$ cat src/rtl/exec_pkg.sv
// Shared constants, state encoding and control word for the execute FSM.
// Optional MFC watchdog is enabled with EXEC_MFC_TIMEOUT_EN.
package exec_pkg;

    localparam int IR_WIDTH  = 16;
    localparam int SEL_WIDTH = 4;
    localparam int MFC_TIMEOUT_DEF = 15;

    localparam int OP_LSB = 12;
    localparam int RD_LSB = 8;
    localparam int RS_LSB = 4;
    localparam int FLD_W  = 4;

    localparam logic [3:0] OP_NOP   = 4'h0;
    localparam logic [3:0] OP_ADD   = 4'h1;
    localparam logic [3:0] OP_SUB   = 4'h2;
    localparam logic [3:0] OP_AND   = 4'h3;
    localparam logic [3:0] OP_OR    = 4'h4;
    localparam logic [3:0] OP_LOAD  = 4'h5;
    localparam logic [3:0] OP_STORE = 4'h6;
    localparam logic [3:0] OP_MOVI  = 4'h7;
    localparam logic [3:0] OP_JMP   = 4'h8;
    localparam logic [3:0] OP_HALT  = 4'hF;

    localparam logic [1:0] ALU_ADD = 2'b00;
    localparam logic [1:0] ALU_SUB = 2'b01;
    localparam logic [1:0] ALU_AND = 2'b10;
    localparam logic [1:0] ALU_OR  = 2'b11;

    typedef enum logic [3:0] {
        S_IDLE, S_DECODE,
        S_A1, S_A2, S_A3,
        S_L1, S_L2, S_L3,
        S_S1, S_S2, S_S3,
        S_M1, S_J1,
        S_DONE, S_HALT
`ifdef EXEC_MFC_TIMEOUT_EN
        , S_BERR
`endif
    } state_t;

    typedef struct packed {
        logic                 reg_out_en;
        logic [SEL_WIDTH-1:0] reg_out_sel;
        logic                 reg_in_en;
        logic [SEL_WIDTH-1:0] reg_in_sel;
        logic                 y_in;
        logic [1:0]           alu_op;
        logic                 z_in;
        logic                 z_out_en;
        logic                 imm_out_en;
        logic                 mar_in;
        logic                 mdr_bus_in;
        logic                 mdr_out_en;
        logic                 en;
        logic                 rw;
        logic                 pc_in;
        logic                 done;
        logic                 halted;
        logic                 illegal;
`ifdef EXEC_MFC_TIMEOUT_EN
        logic                 bus_err;
`endif
    } ctrl_t;

    function automatic logic is_legal(input logic [3:0] op);
        return (op <= OP_JMP) || (op == OP_HALT);
    endfunction

    // ALU opcodes 1..4 map directly onto ALU functions 0..3
    function automatic logic [1:0] alu_of(input logic [3:0] op);
        logic [3:0] t;
        t = op - 4'd1;
        return t[1:0];
    endfunction

endpackage

$ cat src/rtl/exec_decode.sv
// Moore decode: state plus latched IR fields to the datapath control word.
module exec_decode
    import exec_pkg::*;
(
    input  state_t               state,
    input  logic [FLD_W-1:0]     op,
    input  logic [SEL_WIDTH-1:0] rd,
    input  logic [SEL_WIDTH-1:0] rs,
    output ctrl_t                ctrl
);

    always_comb begin
        ctrl = '0;
        unique case (state)
            S_DECODE: ctrl.illegal = !is_legal(op);
            S_A1: begin
                ctrl.reg_out_en  = 1'b1;
                ctrl.reg_out_sel = rd;
                ctrl.y_in        = 1'b1;
            end
            S_A2: begin
                ctrl.reg_out_en  = 1'b1;
                ctrl.reg_out_sel = rs;
                ctrl.alu_op      = alu_of(op);
                ctrl.z_in        = 1'b1;
            end
            S_A3: begin
                ctrl.z_out_en   = 1'b1;
                ctrl.reg_in_en  = 1'b1;
                ctrl.reg_in_sel = rd;
            end
            S_L1: begin
                ctrl.reg_out_en  = 1'b1;
                ctrl.reg_out_sel = rs;
                ctrl.mar_in      = 1'b1;
            end
            S_L2: begin
                ctrl.en = 1'b1;
                ctrl.rw = 1'b1;
            end
            S_L3: begin
                ctrl.mdr_out_en = 1'b1;
                ctrl.reg_in_en  = 1'b1;
                ctrl.reg_in_sel = rd;
            end
            S_S1: begin
                ctrl.reg_out_en  = 1'b1;
                ctrl.reg_out_sel = rd;
                ctrl.mar_in      = 1'b1;
            end
            S_S2: begin
                ctrl.reg_out_en  = 1'b1;
                ctrl.reg_out_sel = rs;
                ctrl.mdr_bus_in  = 1'b1;
            end
            S_S3: ctrl.en = 1'b1;
            S_M1: begin
                ctrl.imm_out_en = 1'b1;
                ctrl.reg_in_en  = 1'b1;
                ctrl.reg_in_sel = rd;
            end
            S_J1: begin
                ctrl.reg_out_en  = 1'b1;
                ctrl.reg_out_sel = rs;
                ctrl.pc_in       = 1'b1;
            end
            S_DONE: ctrl.done = 1'b1;
            S_HALT: ctrl.halted = 1'b1;
`ifdef EXEC_MFC_TIMEOUT_EN
            S_BERR: ctrl.bus_err = 1'b1;
`endif
            default: ;
        endcase
    end

endmodule

$ cat src/rtl/exec_ctrl.sv
// Execute-stage control FSM: IR latch, sequencing and MFC handshake.
// Define EXEC_MFC_TIMEOUT_EN to add the MFC watchdog and bus_err output.
module exec_ctrl
    import exec_pkg::*;
#(
    parameter int IR_W        = IR_WIDTH,
    parameter int SEL_W       = SEL_WIDTH,
    parameter int MFC_TIMEOUT = MFC_TIMEOUT_DEF
) (
    input  logic             clk,
    input  logic             rst,
    input  logic             done_fetch,
    input  logic [IR_W-1:0]  ir,
    input  logic             MFC,
    output logic             reg_out_en,
    output logic [SEL_W-1:0] reg_out_sel,
    output logic             reg_in_en,
    output logic [SEL_W-1:0] reg_in_sel,
    output logic             y_in,
    output logic [1:0]       alu_op,
    output logic             z_in,
    output logic             z_out_en,
    output logic             imm_out_en,
    output logic             MARin,
    output logic             MDR_frombusin,
    output logic             MDROutEn,
    output logic             EN,
    output logic             RW,
    output logic             PCin,
    output logic             done,
    output logic             halted,
`ifdef EXEC_MFC_TIMEOUT_EN
    output logic             bus_err,
`endif
    output logic             illegal
);

    state_t state_q, state_d;
    logic [IR_W-1:0] ir_q, ir_d;
    logic [FLD_W-1:0] op;
    ctrl_t ctrl;
    logic unused_imm;

    assign op = ir_q[OP_LSB +: FLD_W];
    assign unused_imm = ^ir_q[RS_LSB-1:0];

`ifdef EXEC_MFC_TIMEOUT_EN
    localparam int CNT_W = $clog2(MFC_TIMEOUT + 1);
    logic [CNT_W-1:0] cnt_q, cnt_d;
    logic tmo;

    always_comb begin
        cnt_d = '0;
        if (state_q == S_L2 || state_q == S_S3)
            cnt_d = cnt_q + CNT_W'(1);
        tmo = (state_q == S_L2 || state_q == S_S3) && !MFC
              && (cnt_q == CNT_W'(MFC_TIMEOUT - 1));
    end

    always_ff @(posedge clk or posedge rst) begin
        if (rst) cnt_q <= '0;
        else     cnt_q <= cnt_d;
    end
`endif

    always_comb begin
        state_d = state_q;
        ir_d    = ir_q;
        unique case (state_q)
            S_IDLE: begin
                if (done_fetch) begin
                    ir_d    = ir;
                    state_d = S_DECODE;
                end
            end
            S_DECODE: begin
                unique case (op)
                    OP_ADD, OP_SUB,
                    OP_AND, OP_OR: state_d = S_A1;
                    OP_LOAD:       state_d = S_L1;
                    OP_STORE:      state_d = S_S1;
                    OP_MOVI:       state_d = S_M1;
                    OP_JMP:        state_d = S_J1;
                    OP_HALT:       state_d = S_HALT;
                    default:       state_d = S_DONE;
                endcase
            end
            S_A1: state_d = S_A2;
            S_A2: state_d = S_A3;
            S_A3: state_d = S_DONE;
            S_L1: state_d = S_L2;
            S_L2: begin
                if (MFC) state_d = S_L3;
`ifdef EXEC_MFC_TIMEOUT_EN
                else if (tmo) state_d = S_BERR;
`endif
            end
            S_L3: state_d = S_DONE;
            S_S1: state_d = S_S2;
            S_S2: state_d = S_S3;
            S_S3: begin
                if (MFC) state_d = S_DONE;
`ifdef EXEC_MFC_TIMEOUT_EN
                else if (tmo) state_d = S_BERR;
`endif
            end
            S_M1:   state_d = S_DONE;
            S_J1:   state_d = S_DONE;
            S_DONE: state_d = S_IDLE;
            S_HALT: state_d = S_HALT;
`ifdef EXEC_MFC_TIMEOUT_EN
            S_BERR: state_d = S_DONE;
`endif
            default: state_d = S_IDLE;
        endcase
    end

    always_ff @(posedge clk or posedge rst) begin
        if (rst) begin
            state_q <= S_IDLE;
            ir_q    <= '0;
        end else begin
            state_q <= state_d;
            ir_q    <= ir_d;
        end
    end

    exec_decode u_dec (
        .state (state_q),
        .op    (op),
        .rd    (ir_q[RD_LSB +: SEL_WIDTH]),
        .rs    (ir_q[RS_LSB +: SEL_WIDTH]),
        .ctrl  (ctrl)
    );

    assign reg_out_en    = ctrl.reg_out_en;
    assign reg_out_sel   = ctrl.reg_out_sel;
    assign reg_in_en     = ctrl.reg_in_en;
    assign reg_in_sel    = ctrl.reg_in_sel;
    assign y_in          = ctrl.y_in;
    assign alu_op        = ctrl.alu_op;
    assign z_in          = ctrl.z_in;
    assign z_out_en      = ctrl.z_out_en;
    assign imm_out_en    = ctrl.imm_out_en;
    assign MARin         = ctrl.mar_in;
    assign MDR_frombusin = ctrl.mdr_bus_in;
    assign MDROutEn      = ctrl.mdr_out_en;
    assign EN            = ctrl.en;
    assign RW            = ctrl.rw;
    assign PCin          = ctrl.pc_in;
    assign done          = ctrl.done;
    assign halted        = ctrl.halted;
    assign illegal       = ctrl.illegal;
`ifdef EXEC_MFC_TIMEOUT_EN
    assign bus_err       = ctrl.bus_err;
`endif

endmodule

$ cat config.mk
export PLATFORM = sky130hd
export DESIGN_NAME = exec_ctrl
export DESIGN_NICKNAME = d
export VERILOG_FILES = /design/src/rtl/exec_pkg.sv /design/src/rtl/exec_decode.sv /design/src/rtl/exec_ctrl.sv
export SDC_FILE = /design/constraint.sdc
export NUM_CORES = 1
export LEC_CHECK = 0
export BUFFER_PORTS_ARGS = -buffer_cell sky130_fd_sc_hd__buf_2
export CAP_MARGIN = 15
export CORE_ASPECT_RATIO = 1.25
export CORE_MARGIN = 4
export CORE_UTILIZATION = 54
export CTS_BUF_LIST = sky130_fd_sc_hd__clkbuf_16
export CTS_CLUSTER_SIZE = 16
export DETAILED_ROUTE_END_ITERATION = 10
export PLACE_DENSITY = 0.93
export SLEW_MARGIN = 5
export SYNTH_ARGS = -nofsm -noshare
export SYNTH_HDL_FRONTEND = slang
export SYNTH_SLANG_ARGS = --single-unit
$ cat constraint.sdc
create_clock -name clk -period 2.6 [get_ports clk]
set_input_delay 0.39 -clock clk [delete_from_list [all_inputs] [get_ports clk]]
set_output_delay 0.39 -clock clk [all_outputs]
set_load 0.01 [all_outputs]
Word-level counts from Yosys, hierarchy flattened --
Memory sizes are Yosys's and may differ from the RTL's. Cells that the tools add are included.
Cells by class: $add $sub $neg 1, magnitude comparators 1, equality and inequality tests 18, multiplexer cells 19, reductions and logical operators 11
Operator list (count):
- $pmux W4 S11 | 1
- $eq A4 B4 Y1 const B | 8
- $eq A4 B3 Y1 const B | 4
- $mux W1 | 12
- $mux W4 | 3
- $pmux W5 S2 | 1
- $eq A4 B2 Y1 const B | 2
- $reduce_or A4 Y1 | 2
- $ne A2 B2 Y1 const B | 3
- $reduce_or A2 Y1 | 3
- $mux W5 | 1
- $eq A4 B1 Y1 const B | 1
- $le A4 B4 Y1 const B | 1
- $logic_not A4 Y1 | 1
- $mux W3 | 1
- $reduce_and A3 Y1 | 1
- $reduce_or A3 Y1 | 1
- $reduce_and A2 Y1 | 1
- $sub A2 B1 Y2 const B | 1
- $logic_not A1 Y1 | 1
- $logic_or A1 B1 Y1 | 1
Word-level totals: flip-flop bits (word level) 20, bits in read-only memories 64, bits of input ports 20, output and inout bits 25, logic and storage cells 53, memories 1
Memories:
- (name not given) | depth 16, bits a word 4, read ports 1, clocked after memory_dff 0, write ports 0, line exec_ctrl.sv:77 | unique case (op)

Longest topological paths before layout --
depth in word-level cells 4, mapped depth 6, gate-level depth less buffers 6

Modules after synthesis --
From an unflattened synthesis, not the netlist that was laid out.
Unflattened totals: cells, all modules 128, area total of the unflattened synthesis 1325.0 sq um
Modules (own cells, without submodules):
- exec_ctrl | instances 1, cells an instance 71, area each 912.1 sq um, seq. area each 400.4 sq um
- exec_decode | instances 1, cells an instance 57, area each 412.9 sq um, seq. area each 0.0 sq um

Worst setup path before layout --
Ideal clock, no wire load.
kind register to output, from register state_q[3], to output port illegal, data arrival time 1.235 ns, required time 2.210 ns, path slack 0.975 ns, stages on the path, launching flop included 5, buffers on the path 2, cells stage by stage dfrtp_1 buf_6 or2_1 buf_2 nor4_2
Between the ends: cells in the longest elaborated chain, start to end 2
Ends and longest elaborated chain:
- start: declaration | line exec_ctrl.sv:38 | state_t state_q, state_d;
- start signal: assignment | line exec_ctrl.sv:123 | state_q <= state_d;
- $eq A4 B1 Y1 | line exec_decode.sv:14 | unique case (state)
- $mux W1 | line exec_decode.sv:14
- end: declaration | line exec_ctrl.sv:35 | output logic illegal
No other way between the ends.

Worst setup path after layout --
from register state_q[2], to output port reg_out_sel[2]
Between the ends: cells in the longest elaborated chain, start to end 3, elaborated cells between the ends (all ways) 9, those cells by class eq/ne (6); mux (1); reduce/logical (2)
Ends and longest elaborated chain:
- $eq A4 B2 Y1 (tied with other cells) | line exec_decode.sv:14
- $reduce_or A4 Y1 (no source line) / $reduce_or A2 Y1 (equally long branches)
- $pmux W5 S2 (*) | line exec_decode.sv:14
- end: declaration | line exec_ctrl.sv:16 | output logic [SEL_W-1:0] reg_out_sel,
Every way passes the cells marked *; elsewhere a longest branch is shown, timed or not.

==> impl_results.md <==
* N_diodes at 0
* Final worst slack at 0.2687 ns
* Number of antenna violations at the first check in global routing at 0
* Leading cell types in the layout, fill and taps excluded: sky130_fd_sc_hd__buf_2, sky130_fd_sc_hd__nor2_1, sky130_fd_sc_hd__dfrtp_1
* Part of the Yosys area used for sequential elements at 0.3048
* Pins over their slew limit at 0
* Leak Pwr at 0.7878 nW
* Clock buffer count from CTS at 3
* Placeable core region at 2258 µm²
* Iter 0 DRT Violations at 34
* Instance count of the mapped netlist at 141
* Buffer count from post-CTS setup fixing at 0
* Number of enable flip-flop cells after synthesis at 0
* Netlist area before placement at 1314 µm²
* Number of search-and-repair iterations in the first detailed-routing pass at 6
* Max IR drop VDD at 0.0008361 V
* IO Count at 45
* Power per cell area at 1378 nW/µm²
* Worst setup slack after placement at 0.5527 ns
* Final ANT Viol Nets at 0
* Final Wtd Congestion at 0.8818
* Initial standard-cell utilization of the core at 0.5817
* DIE HEIGHT at 63.15 µm
* Layout cells sized above 1 at 0.3898
* Remaining Overflow, GRT at 0
* Arrival time reported for the critical path endpoint at 1.94 ns
* Vias per std cell at 5.668
* Wirelength, routed at 3157 µm
* Cell taking the most area after synthesis: sky130_fd_sc_hd__dfrtp_1
* Growth of design area from synthesis to finish at 19.43%
* Setup Total Neg Slack at 0 ns
* Relative max-transition margin at 0.5972
* Hold Buf Count CTS at 0
* Critical path fanouts, max at 19
* Via Count at 1,179
* Dominant cells by area after synthesis: sky130_fd_sc_hd__dfrtp_1, sky130_fd_sc_hd__mux2_4, sky130_fd_sc_hd__nor2_1
* First-pass GRT wire length at 5368 µm
* Detailed Place HPWL at 2356 µm
* Result of the run: finished, final reports clean
* Post-Synthesis Net Count at 164
* PortBufs at 40
* Syn avg cell area at 9.317 µm²
* Pin count of the biggest net entering global routing at 20
* CTS tree: done
* Library cell used as clock root buffer: sky130_fd_sc_hd__clkbuf_16
* Routed len/inst at 15.18 µm
* CTS Buffer Depth at 2
* Clock insertion delay at the later pin of the skew report at 0.25 ns
* Path class of the lowest-slack min-delay path: in -> async
* FP Rows at 19
* Clk_skew at 0.003067 ns
* Crit. End Element: primary output
* Critical path class: reg -> out
* Req. time, crit path at 2.21 ns
* Fraction of the cycle the final worst path needs at 0.8966
* Distinct cell type count of the synthesized netlist at 43
* Total number of yosys warnings at 0
* # clock sinks at 16
* H-tree depth reported by CTS at 1
* Predominant post-synthesis flop cell: sky130_fd_sc_hd__dfrtp_1
* Critical path startpoint category: flip-flop
* Via count of the first global-routing pass at 1,165
* Net total in the final layout at 201
* Global-route usage over all layers at 0.2120
* # Max-Cap Violations at 0
* FF-to-FF path depth at 4
* DRC violation count after routing at 0
* Final setup violation count at 0
* Register clock-pin slew on the reported worst setup and hold paths at 0.05 ns
* Leading cell type in the layout, fill and taps excluded: sky130_fd_sc_hd__buf_2
* Tightest Pin Transition at 0.6035 ns
* Filler cell count at 178
* Register bit total from synthesis at 16
* Highest achievable clock rate at 429.0 MHz
* Area fraction of the dominant cell type after synthesis at 0.3048
* Post-route minimum period at 2.331 ns
* Final hold violation count at 0
* Horizontal die dimension at 52.12 µm
* Number of gates resized after CTS at 0
* Die area at 3291 µm²
* Async set-or-reset flop fraction in the synthesized netlist at 1.000
* Setup repair after global routing missed its margin: false
path summary, 6_finish.rpt:
check | from | end | slack, ns
worst max-delay path | state_q[2] | reg_out_sel[2] | 0.27
worst min-delay path | rst | ir_q[11] | 0.20
worst max register to register | state_q[1] | ir_q[6] | 0.66
worst min register to register | ir_q[4] | ir_q[4] | 0.54
max in group asynchronous | rst | state_q[1] | 2.00
min in group clk | ir[13] | ir_q[13] | 0.37
synth_stat cells (3+ instances only):
cell	number
sky130_fd_sc_hd__and2_1	4
sky130_fd_sc_hd__nand2_1	9
sky130_fd_sc_hd__ha_1	3
sky130_fd_sc_hd__a21oi_1	6
sky130_fd_sc_hd__dfrtp_1	16
sky130_fd_sc_hd__buf_2	5
sky130_fd_sc_hd__nor2_1	21
sky130_fd_sc_hd__o21ai_1	6
sky130_fd_sc_hd__buf_6	4
sky130_fd_sc_hd__inv_1	5
sky130_fd_sc_hd__mux2_2	5
sky130_fd_sc_hd__mux2_4	10
sky130_fd_sc_hd__a22oi_1	4
sky130_fd_sc_hd__nor3_1	4
sky130_fd_sc_hd__nand2b_1	4
sky130_fd_sc_hd__mux2i_1	3
registers in the layout (all words and copies together) (netlist names):
| name | flops |
|---|---|
| state_q | 4 |
| ir_q | 12 |
kinds of logic (layout without fill, tap and decap cells):
kind of cell | count (synthesis) | in the layout | synth area share
AND/OR/NAND/NOR | 53 | 53 | 0.2057
AO/OA/AOI/OAI | 32 | 32 | 0.1819
multiplexers | 18 | 18 | 0.1800
flip-flops | 16 | 16 | 0.3048
buffers and inverters | 16 | 52 | 0.07904
adder cells (fa/ha/maj) | 3 | 3 | 0.02857
XOR/XNOR | 3 | 3 | 0.02000
final cells by class:
class	count	area, µm²	share of cell area
timing repair buffer	43	222.7	0.1419
clock inverter	1	3.754	0.002392
inverter	5	18.77	0.01196
sequential	16	400.4	0.2552
multi-input combinational	109	809.5	0.5160
clock buffer	3	75.07	0.04785
tap	31	38.79	0.02472
power breakdown:
part	internal [W]	leakage, nW	total, W	switching (W)
sequential	0.000374	0.194	0.000599	0.000224
clock	0.000204	0.0385	0.000301	0.0000970
combinational	0.000617	0.556	0.00126	0.000646
total	0.00120	0.788	0.00216	0.000967
routing by layer:
layer  GRT usage  share of wire
met5           0              0
met4     0.08852          0.023
met3     0.02358          0.059
met2      0.3553           0.49
met1      0.2683           0.43
per-stage QoR:
| stage | hold slack [ns] | std cells | utilization | instance area [µm²] | power [W] |
|---|---|---|---|---|---|
| finish | 0.2037 | 208 | 0.6947 | 1569 | 0.002162 |
| global route | 0.2745 | 208 | 0.6947 | 1569 | 0.002329 |
| CTS | 0.2342 | 208 | 0.6947 | 1569 | 0.002157 |
| detailed placement | 0.4927 | 204 | 0.6598 | 1490 | 0.001842 |
| global placement | 0.4781 | 204 | 0.6598 | 1490 | 0.001772 |
| floorplan | 0.3037 | 141 | - | 1314 | 0.001565 |
critical path, stage by stage (launching register included):
cell and delay [ns]:
sky130_fd_sc_hd__dfrtp_1 0.69, sky130_fd_sc_hd__nand2_1 0.27, sky130_fd_sc_hd__mux2i_1 0.30, sky130_fd_sc_hd__a22oi_1 0.14, sky130_fd_sc_hd__o21ai_1 0.14, sky130_fd_sc_hd__buf_2 0.14
(Power assumes the default switching activity.)
